[config.mk]
export PLATFORM = sky130hd
export DESIGN_NAME = pipe_ctrl_unit_flat
export DESIGN_NICKNAME = d
export VERILOG_FILES = /design/src/rtl/pipe_ctrl_if.sv /design/src/rtl/pipe_ctrl_unit.sv /design/src/flat_wrapper.sv
export SDC_FILE = /design/constraint.sdc
export NUM_CORES = 1
export LEC_CHECK = 0
export BUFFER_PORTS_ARGS = -buffer_cell sky130_fd_sc_hd__buf_2
export CORE_UTILIZATION = 47
export DETAILED_ROUTE_END_ITERATION = 7
export GPL_TIMING_DRIVEN = 0
export PLACE_DENSITY_LB_ADDON = 0.05
export SYNTH_ARGS = -nofsm -noshare
export SYNTH_HDL_FRONTEND = slang
export SYNTH_SLANG_ARGS = --single-unit
export TNS_END_PERCENT = 5
[constraint.sdc]
create_clock -name clk -period 2.3 [get_ports clk]
set_clock_uncertainty 0.1 [all_clocks]
set_input_delay 0.46 -clock clk [delete_from_list [all_inputs] [get_ports clk]]
set_output_delay 0.46 -clock clk [all_outputs]
set_load 0.02 [all_outputs]
[src/rtl/pipe_ctrl_if.sv]
// Decode/EX control bundle between the IF/ID register, the control unit and the EX datapath.
interface pipe_ctrl_if #(
  parameter int unsigned RADDR_W  = 5,
  parameter int unsigned ALUCTR_W = 5
);
  logic                id_valid;
  logic [5:0]          op;
  logic [5:0]          func;
  logic [RADDR_W-1:0]  rs;
  logic [RADDR_W-1:0]  rt;
  logic [RADDR_W-1:0]  rd;
  logic                ex_taken;
  logic                stall;
  logic                flush_id;
  logic                ex_valid;
  logic                ex_regwr;
  logic                ex_memwr;
  logic                ex_mem2reg;
  logic                ex_alusrc;
  logic                ex_extop;
  logic                ex_link;
  logic [RADDR_W-1:0]  ex_dst;
  logic [ALUCTR_W-1:0] ex_aluctr;
  logic                ex_mdu_start;
  logic                mdu_busy;

  modport master (
    output id_valid, op, func, rs, rt, rd, ex_taken,
    input  stall, flush_id, ex_valid, ex_regwr, ex_memwr, ex_mem2reg, ex_alusrc,
           ex_extop, ex_link, ex_dst, ex_aluctr, ex_mdu_start, mdu_busy
  );

  modport slave (
    input  id_valid, op, func, rs, rt, rd, ex_taken,
    output stall, flush_id, ex_valid, ex_regwr, ex_memwr, ex_mem2reg, ex_alusrc,
           ex_extop, ex_link, ex_dst, ex_aluctr, ex_mdu_start, mdu_busy
  );
endinterface

[src/rtl/pipe_ctrl_unit.sv]
// Decode-stage control: op/func decode into ID/EX, load-use and MDU stall detection,
// branch flush, and the MDU occupancy counter.
module pipe_ctrl_unit #(
  parameter int unsigned ALUCTR_W = 5,
  parameter int unsigned RADDR_W  = 5,
  parameter int unsigned MDU_LAT  = 32
) (
  input  logic       clk,
  input  logic       rst_n,
  pipe_ctrl_if.slave bus
);
  localparam int unsigned CNT_W = $clog2(MDU_LAT);

  localparam logic [5:0] OP_RTYPE = 6'b000000, OP_REGIMM = 6'b000001, OP_J     = 6'b000010,
                         OP_JAL   = 6'b000011, OP_BEQ    = 6'b000100, OP_BNE   = 6'b000101,
                         OP_BLEZ  = 6'b000110, OP_BGTZ   = 6'b000111, OP_ADDIU = 6'b001001,
                         OP_SLTI  = 6'b001010, OP_SLTIU  = 6'b001011, OP_ANDI  = 6'b001100,
                         OP_ORI   = 6'b001101, OP_XORI   = 6'b001110, OP_LUI   = 6'b001111,
                         OP_LB    = 6'b100000, OP_LW     = 6'b100011, OP_LBU   = 6'b100100,
                         OP_SB    = 6'b101000, OP_SW     = 6'b101011;

  localparam logic [5:0] F_SLL  = 6'b000000, F_SRL  = 6'b000010, F_SRA  = 6'b000011,
                         F_SLLV = 6'b000100, F_SRLV = 6'b000110, F_SRAV = 6'b000111,
                         F_JR   = 6'b001000, F_JALR = 6'b001001, F_MFHI = 6'b010000,
                         F_MFLO = 6'b010010, F_ADDU = 6'b100001, F_SUBU = 6'b100011,
                         F_AND  = 6'b100100, F_OR   = 6'b100101, F_XOR  = 6'b100110,
                         F_NOR  = 6'b100111, F_SLT  = 6'b101010, F_SLTU = 6'b101011;

  typedef struct packed {
    logic                regwr;
    logic                memwr;
    logic                mem2reg;
    logic                alusrc;
    logic                extop;
    logic                link;
    logic [RADDR_W-1:0]  dst;
    logic [ALUCTR_W-1:0] aluctr;
  } ctrl_t;

  ctrl_t            dec, ex_q;
  logic             ex_valid_q, mdu_start_q;
  logic [CNT_W-1:0] cnt_q;
  logic             rtype, is_mdu, is_hilo, uses_rs, uses_rt;
  logic             load_use_c, mdu_haz_c, stall_c, load_ex_c;

  // Combinational decode of the instruction sitting in IF/ID.
  always_comb begin
    dec     = '0;
    rtype   = (bus.op == OP_RTYPE);
    is_mdu  = rtype && (bus.func[5:2] == 4'b0110);
    is_hilo = rtype && ((bus.func == F_MFHI) || (bus.func == F_MFLO));
    uses_rs = 1'b1;
    uses_rt = 1'b0;
    if (rtype) begin
      dec.regwr = (bus.func != F_JR) && !is_mdu;
      dec.link  = (bus.func == F_JALR);
      dec.dst   = bus.rd;
      uses_rt   = 1'b1;
      case (bus.func)
        F_ADDU: dec.aluctr = ALUCTR_W'(0);
        F_SUBU: dec.aluctr = ALUCTR_W'(1);
        F_SLT:  dec.aluctr = ALUCTR_W'(2);
        F_AND:  dec.aluctr = ALUCTR_W'(3);
        F_NOR:  dec.aluctr = ALUCTR_W'(4);
        F_OR:   dec.aluctr = ALUCTR_W'(5);
        F_XOR:  dec.aluctr = ALUCTR_W'(6);
        F_SLL:  begin dec.aluctr = ALUCTR_W'(7);  uses_rs = 1'b0; end
        F_SRL:  begin dec.aluctr = ALUCTR_W'(8);  uses_rs = 1'b0; end
        F_SLTU: dec.aluctr = ALUCTR_W'(9);
        F_JALR: dec.aluctr = ALUCTR_W'(10);
        F_JR:   dec.aluctr = ALUCTR_W'(11);
        F_SLLV: dec.aluctr = ALUCTR_W'(12);
        F_SRA:  begin dec.aluctr = ALUCTR_W'(13); uses_rs = 1'b0; end
        F_SRAV: dec.aluctr = ALUCTR_W'(14);
        F_SRLV: dec.aluctr = ALUCTR_W'(15);
        default: dec.aluctr = '0;
      endcase
    end else begin
      dec.dst = bus.rt;
      case (bus.op)
        OP_J:   uses_rs = 1'b0;
        OP_JAL: begin
          dec.regwr = 1'b1; dec.link = 1'b1; dec.aluctr = ALUCTR_W'(10);
          dec.dst = RADDR_W'(31); uses_rs = 1'b0;
        end
        OP_BEQ, OP_BNE: begin dec.aluctr = ALUCTR_W'(1); uses_rt = 1'b1; end
        OP_BLEZ, OP_BGTZ, OP_REGIMM: dec.aluctr = ALUCTR_W'(1);
        OP_ADDIU: begin dec.regwr = 1'b1; dec.alusrc = 1'b1; dec.extop = 1'b1; end
        OP_SLTI: begin
          dec.regwr = 1'b1; dec.alusrc = 1'b1; dec.extop = 1'b1; dec.aluctr = ALUCTR_W'(2);
        end
        OP_SLTIU: begin
          dec.regwr = 1'b1; dec.alusrc = 1'b1; dec.extop = 1'b1; dec.aluctr = ALUCTR_W'(9);
        end
        OP_ANDI: begin dec.regwr = 1'b1; dec.alusrc = 1'b1; dec.aluctr = ALUCTR_W'(3); end
        OP_ORI:  begin dec.regwr = 1'b1; dec.alusrc = 1'b1; dec.aluctr = ALUCTR_W'(5); end
        OP_XORI: begin dec.regwr = 1'b1; dec.alusrc = 1'b1; dec.aluctr = ALUCTR_W'(6); end
        OP_LUI: begin
          dec.regwr = 1'b1; dec.alusrc = 1'b1; dec.aluctr = ALUCTR_W'(16); uses_rs = 1'b0;
        end
        OP_LW, OP_LB, OP_LBU: begin
          dec.regwr = 1'b1; dec.mem2reg = 1'b1; dec.alusrc = 1'b1; dec.extop = 1'b1;
        end
        OP_SW, OP_SB: begin
          dec.memwr = 1'b1; dec.alusrc = 1'b1; dec.extop = 1'b1; uses_rt = 1'b1;
        end
        default: ;
      endcase
    end
  end

  // A flush outranks a stall; the killed ID instruction cannot be hazarded.
  assign load_use_c = ex_valid_q && ex_q.mem2reg && (ex_q.dst != '0) &&
                      ((uses_rs && (bus.rs == ex_q.dst)) || (uses_rt && (bus.rt == ex_q.dst)));
  assign mdu_haz_c  = (cnt_q != '0) && (is_mdu || is_hilo);
  assign stall_c    = bus.id_valid && !bus.ex_taken && (load_use_c || mdu_haz_c);
  assign load_ex_c  = bus.id_valid && !bus.ex_taken && !stall_c;

  // ID/EX register and MDU occupancy counter; reset aborts any MDU operation.
  always_ff @(posedge clk or negedge rst_n) begin
    if (!rst_n) begin
      ex_q        <= '0;
      ex_valid_q  <= 1'b0;
      mdu_start_q <= 1'b0;
      cnt_q       <= '0;
    end else begin
      ex_valid_q  <= load_ex_c;
      ex_q        <= load_ex_c ? dec : '0;
      mdu_start_q <= load_ex_c && is_mdu;
      if (load_ex_c && is_mdu) cnt_q <= CNT_W'(MDU_LAT - 1);
      else if (cnt_q != '0)    cnt_q <= cnt_q - CNT_W'(1);
    end
  end

  assign bus.stall        = stall_c;
  assign bus.flush_id     = bus.ex_taken;
  assign bus.ex_valid     = ex_valid_q;
  assign bus.ex_regwr     = ex_q.regwr;
  assign bus.ex_memwr     = ex_q.memwr;
  assign bus.ex_mem2reg   = ex_q.mem2reg;
  assign bus.ex_alusrc    = ex_q.alusrc;
  assign bus.ex_extop     = ex_q.extop;
  assign bus.ex_link      = ex_q.link;
  assign bus.ex_dst       = ex_q.dst;
  assign bus.ex_aluctr    = ex_q.aluctr;
  assign bus.ex_mdu_start = mdu_start_q;
  assign bus.mdu_busy     = (cnt_q != '0);
endmodule

[src/flat_wrapper.sv]
// flat-port wrapper written by rule: the top's interface ports become plain ports
module pipe_ctrl_unit_flat 
#(
  parameter int unsigned ALUCTR_W = 5,
  parameter int unsigned RADDR_W  = 5,
  parameter int unsigned MDU_LAT  = 32
)
  (clk, rst_n, bus_id_valid, bus_op, bus_func, bus_rs, bus_rt, bus_rd, bus_ex_taken, bus_stall, bus_flush_id, bus_ex_valid, bus_ex_regwr, bus_ex_memwr, bus_ex_mem2reg, bus_ex_alusrc, bus_ex_extop, bus_ex_link, bus_ex_dst, bus_ex_aluctr, bus_ex_mdu_start, bus_mdu_busy);
  pipe_ctrl_if #(.RADDR_W(RADDR_W), .ALUCTR_W(ALUCTR_W)) bus_i ();
  input  logic clk;
  input  logic rst_n;
  input wire logic [$bits(bus_i.id_valid)-1:0] bus_id_valid;
  input wire logic [$bits(bus_i.op)-1:0] bus_op;
  input wire logic [$bits(bus_i.func)-1:0] bus_func;
  input wire logic [$bits(bus_i.rs)-1:0] bus_rs;
  input wire logic [$bits(bus_i.rt)-1:0] bus_rt;
  input wire logic [$bits(bus_i.rd)-1:0] bus_rd;
  input wire logic [$bits(bus_i.ex_taken)-1:0] bus_ex_taken;
  output wire logic [$bits(bus_i.stall)-1:0] bus_stall;
  output wire logic [$bits(bus_i.flush_id)-1:0] bus_flush_id;
  output wire logic [$bits(bus_i.ex_valid)-1:0] bus_ex_valid;
  output wire logic [$bits(bus_i.ex_regwr)-1:0] bus_ex_regwr;
  output wire logic [$bits(bus_i.ex_memwr)-1:0] bus_ex_memwr;
  output wire logic [$bits(bus_i.ex_mem2reg)-1:0] bus_ex_mem2reg;
  output wire logic [$bits(bus_i.ex_alusrc)-1:0] bus_ex_alusrc;
  output wire logic [$bits(bus_i.ex_extop)-1:0] bus_ex_extop;
  output wire logic [$bits(bus_i.ex_link)-1:0] bus_ex_link;
  output wire logic [$bits(bus_i.ex_dst)-1:0] bus_ex_dst;
  output wire logic [$bits(bus_i.ex_aluctr)-1:0] bus_ex_aluctr;
  output wire logic [$bits(bus_i.ex_mdu_start)-1:0] bus_ex_mdu_start;
  output wire logic [$bits(bus_i.mdu_busy)-1:0] bus_mdu_busy;
  assign bus_i.id_valid = bus_id_valid;
  assign bus_i.op = bus_op;
  assign bus_i.func = bus_func;
  assign bus_i.rs = bus_rs;
  assign bus_i.rt = bus_rt;
  assign bus_i.rd = bus_rd;
  assign bus_i.ex_taken = bus_ex_taken;
  assign bus_stall = bus_i.stall;
  assign bus_flush_id = bus_i.flush_id;
  assign bus_ex_valid = bus_i.ex_valid;
  assign bus_ex_regwr = bus_i.ex_regwr;
  assign bus_ex_memwr = bus_i.ex_memwr;
  assign bus_ex_mem2reg = bus_i.ex_mem2reg;
  assign bus_ex_alusrc = bus_i.ex_alusrc;
  assign bus_ex_extop = bus_i.ex_extop;
  assign bus_ex_link = bus_i.ex_link;
  assign bus_ex_dst = bus_i.ex_dst;
  assign bus_ex_aluctr = bus_i.ex_aluctr;
  assign bus_ex_mdu_start = bus_i.ex_mdu_start;
  assign bus_mdu_busy = bus_i.mdu_busy;
  pipe_ctrl_unit #(.ALUCTR_W(ALUCTR_W), .RADDR_W(RADDR_W), .MDU_LAT(MDU_LAT)) u_core (.clk(clk), .rst_n(rst_n), .bus(bus_i));
endmodule
==> results.py, run 1 <==
metrics = {
    "sta": {
        "hold_viol": 0,
        "fin_ws_ns": -0.203,
        "finalCritPeriodShare_pct": 109,
        "slew_headroom_pct": 64.8,
        "finalCriticalPeriod_ns": 2.50,
        "rsz0062_at_grt": "yes",
        "drv_slew": 0,
        "finalSetupViolCount": 1,
        "worst_pin_slew_ns": 0.528,
        "fmax_mhz": 400,
    },
    "placement": {
        "post-dp-hpwl_mm": 3.24,
        "place.gp.congestion": 0.833,
        "pre_cts_ws_ns": -0.482,
        "io_buffers": 46,
        "place_inst": 304,
    },
    "floorplanning": {
        "die_w_um": 64.2,
        "dieArea_um2": 4130,
        "row_count": 22,
        "die_h_um": 64.2,
        "coreArea_um2": 3690,
        "start_util_pct": 49.4,
        "ios": 52,
    },
    "worst_setup_path": {
        "path_max_fanout": 10,
        "crit_path_end_kind": "output pin",
        "start_kind": "primary input",
        "worstSetupPathType": "in2out",
        "cp.required_ns": 1.74,
        "r2r_setup_slack_ns": 0.12,
        "cp.arrival_ns": 1.94,
        "rr_worst_depth": 9,
    },
    "hold_path": {
        "hold_class": "in2async",
    },
    "detailed_routing": {
        "routed-wl-met3_um": 223,
        "dr.pass1.iters": 4,
        "met1Wirelength_mm": 2.03,
        "drt_iter0_drc": 150,
        "postRouteAntennaNets": 0,
        "route.vias.total": 1720,
        "met2WireLength_mm": 2.08,
        "drc": 0,
        "wl_mm": 4.37,
        "routed.top_layer": "met4",
        "vias_per_cell": 5.50,
        "wl_per_cell_um": 14.0,
    },
    "global_route": {
        "overflow": 0,
        "grt_pass1_vias": 1575,
        "antenna_found_initial": 0,
        "grt_max_degree": 24,
        "track_usage_pct": 22.8,
        "grt_pass1_wl_mm": 7.35,
    },
    "synthesis": {
        "synth_edf_count": 0,
        "synth_top_area_share_pct": 31.6,
        "netlist-cell-type-count": 55,
        "ys_warn_count": 0,
        "synth.top_cells.by_area": "dfrtp_1 (32%), nor3_2 (7.1%), a21oi_1 (4.7%)",
        "ys.flop_type": "dfrtp_1",
        "synth_nets": 242,
        "synth_top_area_cell": "dfrtp_1",
        "syn-cell-area_um2": 1820,
        "ys_seq_area_share_pct": 31.6,
        "syn_area_per_cell_um2": 8.67,
        "synthArstFlopShare_pct": 100,
        "synthCells": 210,
        "yosys_register_bits": 23,
    },
    "power": {
        "power.share.clock_pct": 22.1,
        "power_frac_seq_pct": 42.9,
        "p_int_mw": 0.745,
        "p_switching_mw": 0.372,
        "p_sw_share_pct": 33.3,
        "p_leak_nw": 1.00,
        "power_per_cell_area_nw_per_um2": 492,
        "power_frac_comb_pct": 34.9,
        "irDropWorstVdd_uv": 326,
    },
    "cells_and_area": {
        "antenna_cells": 0,
        "fillers": 354,
        "fin_cells": 313,
        "drive_above_1_share_pct": 35.1,
        "nNetsFinal": 298,
        "area_growth_pct": 24.8,
    },
    "cts": {
        "insertion_delay_ns": 0.26,
        "path_clk_slew_ns": 0.08,
        "cts-buffers-inserted": 3,
        "cts_root_buf": "clkbuf_8",
        "cts.path.max_buffers": 2,
        "cts_max_level": 1,
        "cts_tree": "yes",
        "numClockSinks": 23,
    },
    "run": {
        "maxCapViolations": 0,
    },
    "status": {
        "status": "finished with violations",
        "violations": "negative setup slack",
    },
}
-- cell type report --
type                            instances  area [um2]  area share (%)
Buffer                                 18         125            5.51
Clock buffer                            3        41.3            1.82
Clock inverter                          1        5.00           0.220
Inverter                               16        60.1            2.64
Multi-Input combinational cell        152        1120            49.1
Sequential cell                        23         577            25.4
Tap cell                               48        60.1            2.64
Timing Repair Buffer                   52         288            12.7
-- Yosys cell counts (3+ instances only) --
cell and number:
xor2_1 4, inv_1 16, xnor2_1 9, o21ai_0 9
dfrtp_1 23, a21oi_1 17, nand3_1 5, nand2_1 9
o22ai_1 6, buf_6 6, nand4_1 3, o21ai_1 5
nor3_1 9, nand2b_1 5, clkbuf_1 10, nor4_1 4
nand3b_1 3, nor2_1 12, nor3_2 13
-- placed cells by master, fill, tap and decap left out, types with 4 or more instances in the layout --
cell type / Yosys / routed
o21ai_1: 5 / 5
xor2_1: 4 / 4
clkbuf_1: 10 / 10
buf_4: 1 / 7
o22ai_1: 6 / 6
nor3_1: 9 / 9
nor3_2: 13 / 12
a21oi_1: 17 / 17
o21ai_0: 9 / 9
buf_2: 1 / 44
buf_6: 6 / 7
nand3_1: 5 / 5
nand2_1: 9 / 9
dfrtp_1: 23 / 22
inv_1: 16 / 16
xnor2_1: 9 / 7
nand2b_1: 5 / 5
nor2_1: 12 / 11
-- metal layers --
metal	track usage (%)	up-vias
met5	0	-
met4	3.89	0
met3	4.11	4
met2	37.4	52
met1	31.7	792
li1	-	872
-- critical path, cell delays in order --
cell and delay [ns]:
buf_12 0.11, or4_4 0.55, nor3_4 0.14, a32o_2 0.16
o22a_2 0.15, nor2_4 0.04, o21a_4 0.20, buf_6 0.12
-- metrics by stage --
step / setup TNS (ns) / utilization, % / area [um2] / hold WS (ns) / total power [mW]
finish: -0.203 / 61.6 / 2270 / 0.0666 / 1.12
global route: -0.272 / 61.6 / 2270 / 0.0954 / 1.20
CTS: -0.205 / 61.0 / 2250 / 0.0749 / 1.12
detailed placement: -0.514 / 57.7 / 2130 / 0.366 / 0.862
global placement: -0.480 / 57.7 / 2130 / 0.370 / 0.861
floorplan: -0.132 / - / 1840 / 0.0644 / 0.762
-- kinds of logic after synthesis --
kind of cell / count (synthesis) / share of synthesized area [%]
xor gates and xnor gates: 13 / 6.25
AOI/OAI and AO/OA: 61 / 24.0
adders and majority gates: 1 / 0.687
buffers and inverters: 35 / 9.97
muxes: 2 / 1.24
DFF: 23 / 31.6
and+or+nand+nor: 75 / 26.3
-- power groups by stage --
stage	Clock, mW	Sequential (mW)	Combinational (mW)
2_1_floorplan	0	0.493	0.269
3_3_place_gp	0	0.490	0.371
3_5_place_dp	0	0.489	0.373
4_1_cts	0.254	0.480	0.385
5_1_grt	0.272	0.486	0.442
6_report	0.247	0.480	0.390
-- what timing repair did --
action,in CTS,in global routing
gates resized for setup,9,5
cloned,0,0
setup buffers,6,0
hold buffers,0,0
pin swaps,6,6
setup endpoints to repair,1,12
-- final timing paths --
path | from | to
setup / recovery | bus_op[3] | bus_stall
hold / removal | rst_n | u_core.bus.ex_memwr
setup reg to reg | u_core.bus.ex_dst[0] | u_core.bus.ex_mdu_start
hold reg to reg | u_core.cnt_q[3] | u_core.cnt_q[3]
max in group asynchronous | rst_n | u_core.bus.ex_dst[1]
min in group clk | bus_op[2] | u_core.bus.ex_mem2reg
Note: power is estimated with default switching activity, not from simulation.
==> run 2: changes to the inputs <==
CTS_CLUSTER_DIAMETER = 30   (was default)
PLACE_DENSITY = 0.74   (was default)
PLACE_DENSITY_LB_ADDON = default   (was 0.05)
SETUP_SLACK_MARGIN = 0.4   (was default)
==> run 2 against run 1 <==
  * The run still ends with negative setup slack left
  * Clock power about the same
  * Sequential power is 0.8% higher
  * Clock-buffer cell count grew 1
  * First-iteration DRC count shrank 44%
  * Final area grew 8.3%
  * Non-clock buffer count rose by 12
  * Die area did not move
  * Fmax down 11%
  * Worst hold slack lost 0.015 ns
  * Total power increased by 6.8%
  * Critical path type unchanged
==> results.py, run 2 (same netlist as run 1, synthesis figures left out) <==
metrics = {
    "floorplanning": {
        "coreArea_um2": 3690,
        "start_util_pct": 49.4,
        "die_h_um": 64.2,
        "dieArea_um2": 4130,
        "ios": 52,
        "die_w_um": 64.2,
        "row_count": 22,
    },
    "global_route": {
        "overflow": 0,
        "grt_max_degree": 24,
        "grt_pass1_wl_mm": 7.67,
        "antenna_found_initial": 0,
        "track_usage_pct": 23.8,
        "grt_pass1_vias": 1605,
    },
    "cts": {
        "cts_tree": "yes",
        "cts_max_level": 1,
        "cts.path.max_buffers": 2,
        "numClockSinks": 23,
        "cts-buffers-inserted": 3,
        "path_clk_slew_ns": 0.08,
        "insertion_delay_ns": 0.26,
        "cts_root_buf": "clkbuf_8",
    },
    "worst_setup_path": {
        "r2r_setup_slack_ns": 0.26,
        "cp.required_ns": 1.74,
        "worstSetupPathType": "in2out",
        "crit_path_end_kind": "output pin",
        "rr_worst_depth": 5,
        "setup.worst_path.start": "bus_op[2]",
        "path_max_fanout": 4,
        "cp.arrival_ns": 2.26,
        "crit-reg2reg-launch": "u_core.bus.ex_dst[2]",
        "timing.rr.end": "u_core.bus.ex_link",
        "start_kind": "primary input",
    },
    "detailed_routing": {
        "met1Wirelength_mm": 2.06,
        "dr.pass1.iters": 5,
        "route.vias.total": 1847,
        "drc": 0,
        "drt_iter0_drc": 84,
        "met2WireLength_mm": 2.43,
        "routed.top_layer": "met4",
        "wl_per_cell_um": 15.3,
        "vias_per_cell": 5.68,
        "routed-wl-met3_um": 366,
        "wl_mm": 4.97,
        "postRouteAntennaNets": 0,
    },
    "status": {
        "violations": "negative setup slack",
        "status": "finished with violations",
    },
    "cells_and_area": {
        "nNetsFinal": 310,
        "drive_above_1_share_pct": 39.7,
        "postLayoutCoreUtil_pct": 66.7,
        "stdcell_area_um2": 2460,
        "antenna_cells": 0,
        "area_growth_pct": 35.2,
        "final_common_cell": "buf_2",
        "final_cell_mix": "buf_2 (43), dfrtp_1 (23), buf_6 (18), a21oi_1 (17), inv_1 (13)",
    },
    "run": {
        "maxCapViolations": 0,
    },
    "sta": {
        "fin_ws_ns": -0.525,
        "finalSetupViolCount": 2,
        "setup_tns_ns": -1.02,
        "worst_pin_slew_ns": 0.489,
        "fmax_mhz": 354,
        "slew_headroom_pct": 67.4,
        "hold_viol": 0,
        "finalCritPeriodShare_pct": 123,
        "whs_ns": 0.0514,
        "drv_slew": 0,
        "finalCriticalPeriod_ns": 2.82,
        "rsz0062_at_grt": "yes",
    },
    "placement": {
        "io_buffers": 46,
        "post-dp-hpwl_mm": 3.32,
        "place.gp.congestion": 0.892,
        "dpl_cell_area_um2": 2130,
    },
    "hold_path": {
        "hold_class": "in2async",
    },
    "power": {
        "irDropWorstVdd_uv": 288,
        "power.total_mw": 1.19,
        "power_per_cell_area_nw_per_um2": 485,
        "p_leak_nw": 1.08,
    },
}
run 2: cell count changes in the layout (fill, tap and decap cells not counted), moves of 3 or more:
cell     delta
buf_6      +11
inv_1       -3
nor3_2      -3
nor3_4      +3
o21ai_2     +3
run 2: worst max path at each step:
stage | slack [ns] | depth (start not counted) | endpoint
after floorplan | -0.13 | 8 | bus_stall
after global placement | -0.49 | 9 | bus_stall
after detailed placement | -0.49 | 9 | bus_stall
after CTS | -0.32 | 9 | bus_stall
after global routing | -0.56 | 10 | bus_stall
final | -0.52 | 10 | bus_stall
run 2: per-stage QoR:
| step | setup slack [ns] | cells |
|---|---|---|
| after floorplan | -0.132 | 210 |
| after global placement | -0.490 | 304 |
| after detailed placement | -0.489 | 304 |
| after CTS | -0.317 | 322 |
| after global routing | -0.564 | 325 |
| final | -0.525 | 325 |
run 2: layout make-up:
| type | count | area, um2 |
|---|---|---|
| inverter | 16 | 62.6 |
| tap | 48 | 60.1 |
| clock buffer | 4 | 45.0 |
| buffer | 19 | 140 |
| multi-input combinational | 152 | 1160 |
| sequential | 23 | 576 |
| fill | 299 | 1230 |
| timing repair buffer | 63 | 422 |
run 2: timing repair:
action	CTS	global route
pin swaps	10	11
buffers inserted	14	3
hold buffers	0	0
resized for setup	20	21
setup endpoints to repair	24	24
run 2: layer usage:
| layer | vias to the layer above | GRT usage, % |
|---|---|---|
| met1 | 855 | 33.0 |
| li1 | 894 | - |
| met4 | 0 | 5.00 |
| met3 | 12 | 4.11 |
| met5 | - | 0 |
| met2 | 86 | 38.8 |
run 2: worst max-delay path, cell delays in order:
cell and delay [ns]:
buf_8 0.10, or4_4 0.56, nor3_4 0.24, buf_4 0.14, a32o_2 0.13, o22a_2 0.17
nor2_4 0.04, buf_6 0.12, o21a_4 0.18, buf_6 0.12
run 2: report_power, final:
group	leakage (nW)	internal [mW]	total (mW)	switching [mW]
clock network	0.0228	0.123	0.245	0.121
logic	0.745	0.207	0.465	0.258
registers	0.308	0.451	0.484	0.0332
total	1.08	0.781	1.19	0.412
==> run 3: changes to the inputs <==
SKIP_LAST_GASP = 1   (was default)
==> run 3 against run 2 <==
  * The flow still finishes with violations (negative setup slack)
  * Sequential cell count unchanged
  * Via count decreased by 2.2%
  * Non-clock buffer count increased by 1
  * Global-route usage decreased by 0.70 points
  * Wire length decreased by 6.1%
  * Combinational power decreased by 15%
==> results.py, run 3 (same netlist as run 1, synthesis figures left out) <==
metrics = {
    "status": {
        "status": "finished with violations",
        "violations": "negative setup slack",
    },
    "cts": {
        "cts_max_level": 1,
        "cts-buffers-inserted": 3,
        "cts_tree": "yes",
        "cts.path.max_buffers": 2,
        "numClockSinks": 23,
        "insertion_delay_ns": 0.26,
        "cts_root_buf": "clkbuf_8",
        "path_clk_slew_ns": 0.07,
    },
    "cells_and_area": {
        "final_cell_mix": "buf_2 (44), dfrtp_1 (23), a21oi_1 (17), inv_1 (16), buf_6 (16)",
        "nNetsFinal": 311,
        "drive_above_1_share_pct": 36.3,
        "multi_input_area_um2": 1080,
        "regArea_um2": 576,
        "antenna_cells": 0,
        "final_common_cell": "buf_2",
        "postLayoutCoreUtil_pct": 64.3,
        "stdcell_area_um2": 2370,
        "area_growth_pct": 30.2,
        "fillers": 301,
    },
    "floorplanning": {
        "die_h_um": 64.2,
        "die_w_um": 64.2,
        "dieArea_um2": 4130,
        "row_count": 22,
        "ios": 52,
        "coreArea_um2": 3690,
        "start_util_pct": 49.4,
    },
    "detailed_routing": {
        "routed-wl-met3_um": 330,
        "postRouteAntennaNets": 0,
        "routed.top_layer": "met4",
        "wl_per_cell_um": 14.3,
        "dr.pass1.iters": 4,
        "drt_iter0_drc": 91,
        "vias_per_cell": 5.54,
        "route.vias.total": 1807,
        "met1Wirelength_mm": 2.06,
        "wl_mm": 4.66,
        "drc": 0,
        "met2WireLength_mm": 2.19,
    },
    "sta": {
        "finalCriticalPeriod_ns": 2.78,
        "hold_viol": 0,
        "fin_ws_ns": -0.477,
        "fmax_mhz": 360,
        "worst_pin_slew_ns": 0.490,
        "drv_slew": 0,
        "rsz0062_at_grt": "yes",
        "slew_headroom_pct": 67.3,
        "finalCritPeriodShare_pct": 121,
        "finalSetupViolCount": 7,
    },
    "worst_setup_path": {
        "crit-reg2reg-launch": "u_core.bus.ex_dst[2]",
        "start_kind": "primary input",
        "path_max_fanout": 4,
        "cp.required_ns": 1.74,
        "rr_worst_depth": 6,
        "timing.rr.end": "u_core.bus.ex_link",
        "r2r_setup_slack_ns": 0.14,
        "crit_path_end_kind": "output pin",
        "cp.arrival_ns": 2.22,
        "worstSetupPathType": "in2out",
    },
    "power": {
        "power_frac_seq_pct": 43.1,
        "power_frac_comb_pct": 35.2,
        "power_per_cell_area_nw_per_um2": 471,
        "p_sw_share_pct": 33.1,
        "p_leak_nw": 1.06,
        "irDropWorstVdd_uv": 279,
        "p_int_mw": 0.747,
        "p_switching_mw": 0.370,
        "power.share.clock_pct": 21.8,
    },
    "global_route": {
        "grt_max_degree": 24,
        "grt_pass1_wl_mm": 7.53,
        "antenna_found_initial": 0,
        "track_usage_pct": 23.1,
        "grt_pass1_vias": 1609,
        "overflow": 0,
    },
    "run": {
        "maxCapViolations": 0,
    },
    "placement": {
        "post-dp-hpwl_mm": 3.32,
        "place.gp.congestion": 0.892,
        "pre_cts_ws_ns": -0.489,
        "dpl_cell_area_um2": 2130,
        "io_buffers": 46,
    },
    "hold_path": {
        "hold_class": "in2async",
    },
}
run 3: cell count changes in the layout (fill, tap and decap cells not counted), moves of 2 or more:
cell | before | now
nor3_4 | 4 | 1
buf_4 | 7 | 10
o21ai_2 | 3 | 0
nor3_2 | 9 | 12
inv_2 | 2 | 0
o21ai_1 | 3 | 6
inv_1 | 13 | 16
buf_6 | 18 | 16
run 3: layout make-up:
class                   instances  area share, %
multi-input cells             152           45.7
flip-flops and latches         23           24.3
repair buffers                 64           17.5
plain buffers                  19           5.54
inverters                      16           2.53
well taps                      48           2.53
clock buffers                   4           1.90
run 3: through the flow:
stage	power [mW]	TNS (ns)	hold WS, ns	instances
global placement	0.857	-0.490	0.349	304
global route	1.19	-1.74	0.0992	326
floorplan	0.762	-0.132	0.0644	210
finish	1.12	-1.06	0.0569	326
CTS	1.12	-0.609	0.0724	322
detailed placement	0.866	-0.489	0.354	304
run 3: worst max-delay path by stage:
stage              start        end  slack, ns  cells after the start
3_5_place_dp   bus_op[5]  bus_stall      -0.49                      9
5_1_grt        bus_op[2]  bus_stall      -0.52                     10
4_1_cts        bus_op[3]  bus_stall      -0.32                      9
6_report       bus_op[2]  bus_stall      -0.48                     10
2_1_floorplan  bus_op[3]  bus_stall      -0.13                      8
3_3_place_gp   bus_op[5]  bus_stall      -0.49                      9
run 3: repair_timing:
action                                  CTS  global route
resized for setup                         6            11
setup buffers                            14             4
pin swaps                                 6             8
hold buffers                              0             0
endpoints found under the setup margin   24            24
run 3: power by group through the flow:
stage	Combinational [mW]	Sequential, mW	Clock [mW]
finish	0.393	0.481	0.243
global route	0.444	0.487	0.262
CTS	0.385	0.482	0.250
detailed placement	0.376	0.490	0
global placement	0.367	0.490	0
floorplan	0.269	0.493	0
run 3: worst max-delay path: stages:
cell    delay (ns)
buf_8         0.10
or4_4         0.55
nor3_4        0.21
buf_4         0.13
a32o_2        0.13
o22a_2        0.17
nor2_4        0.04
buf_6         0.12
o21a_4        0.18
buf_6         0.12
run 3: layer usage:
layer / vias to the layer above / GRT usage, %
li1: 896 / -
met1: 828 / 32.5
met2: 75 / 36.2
met3: 8 / 4.46
met4: 0 / 6.11
met5: - / 0
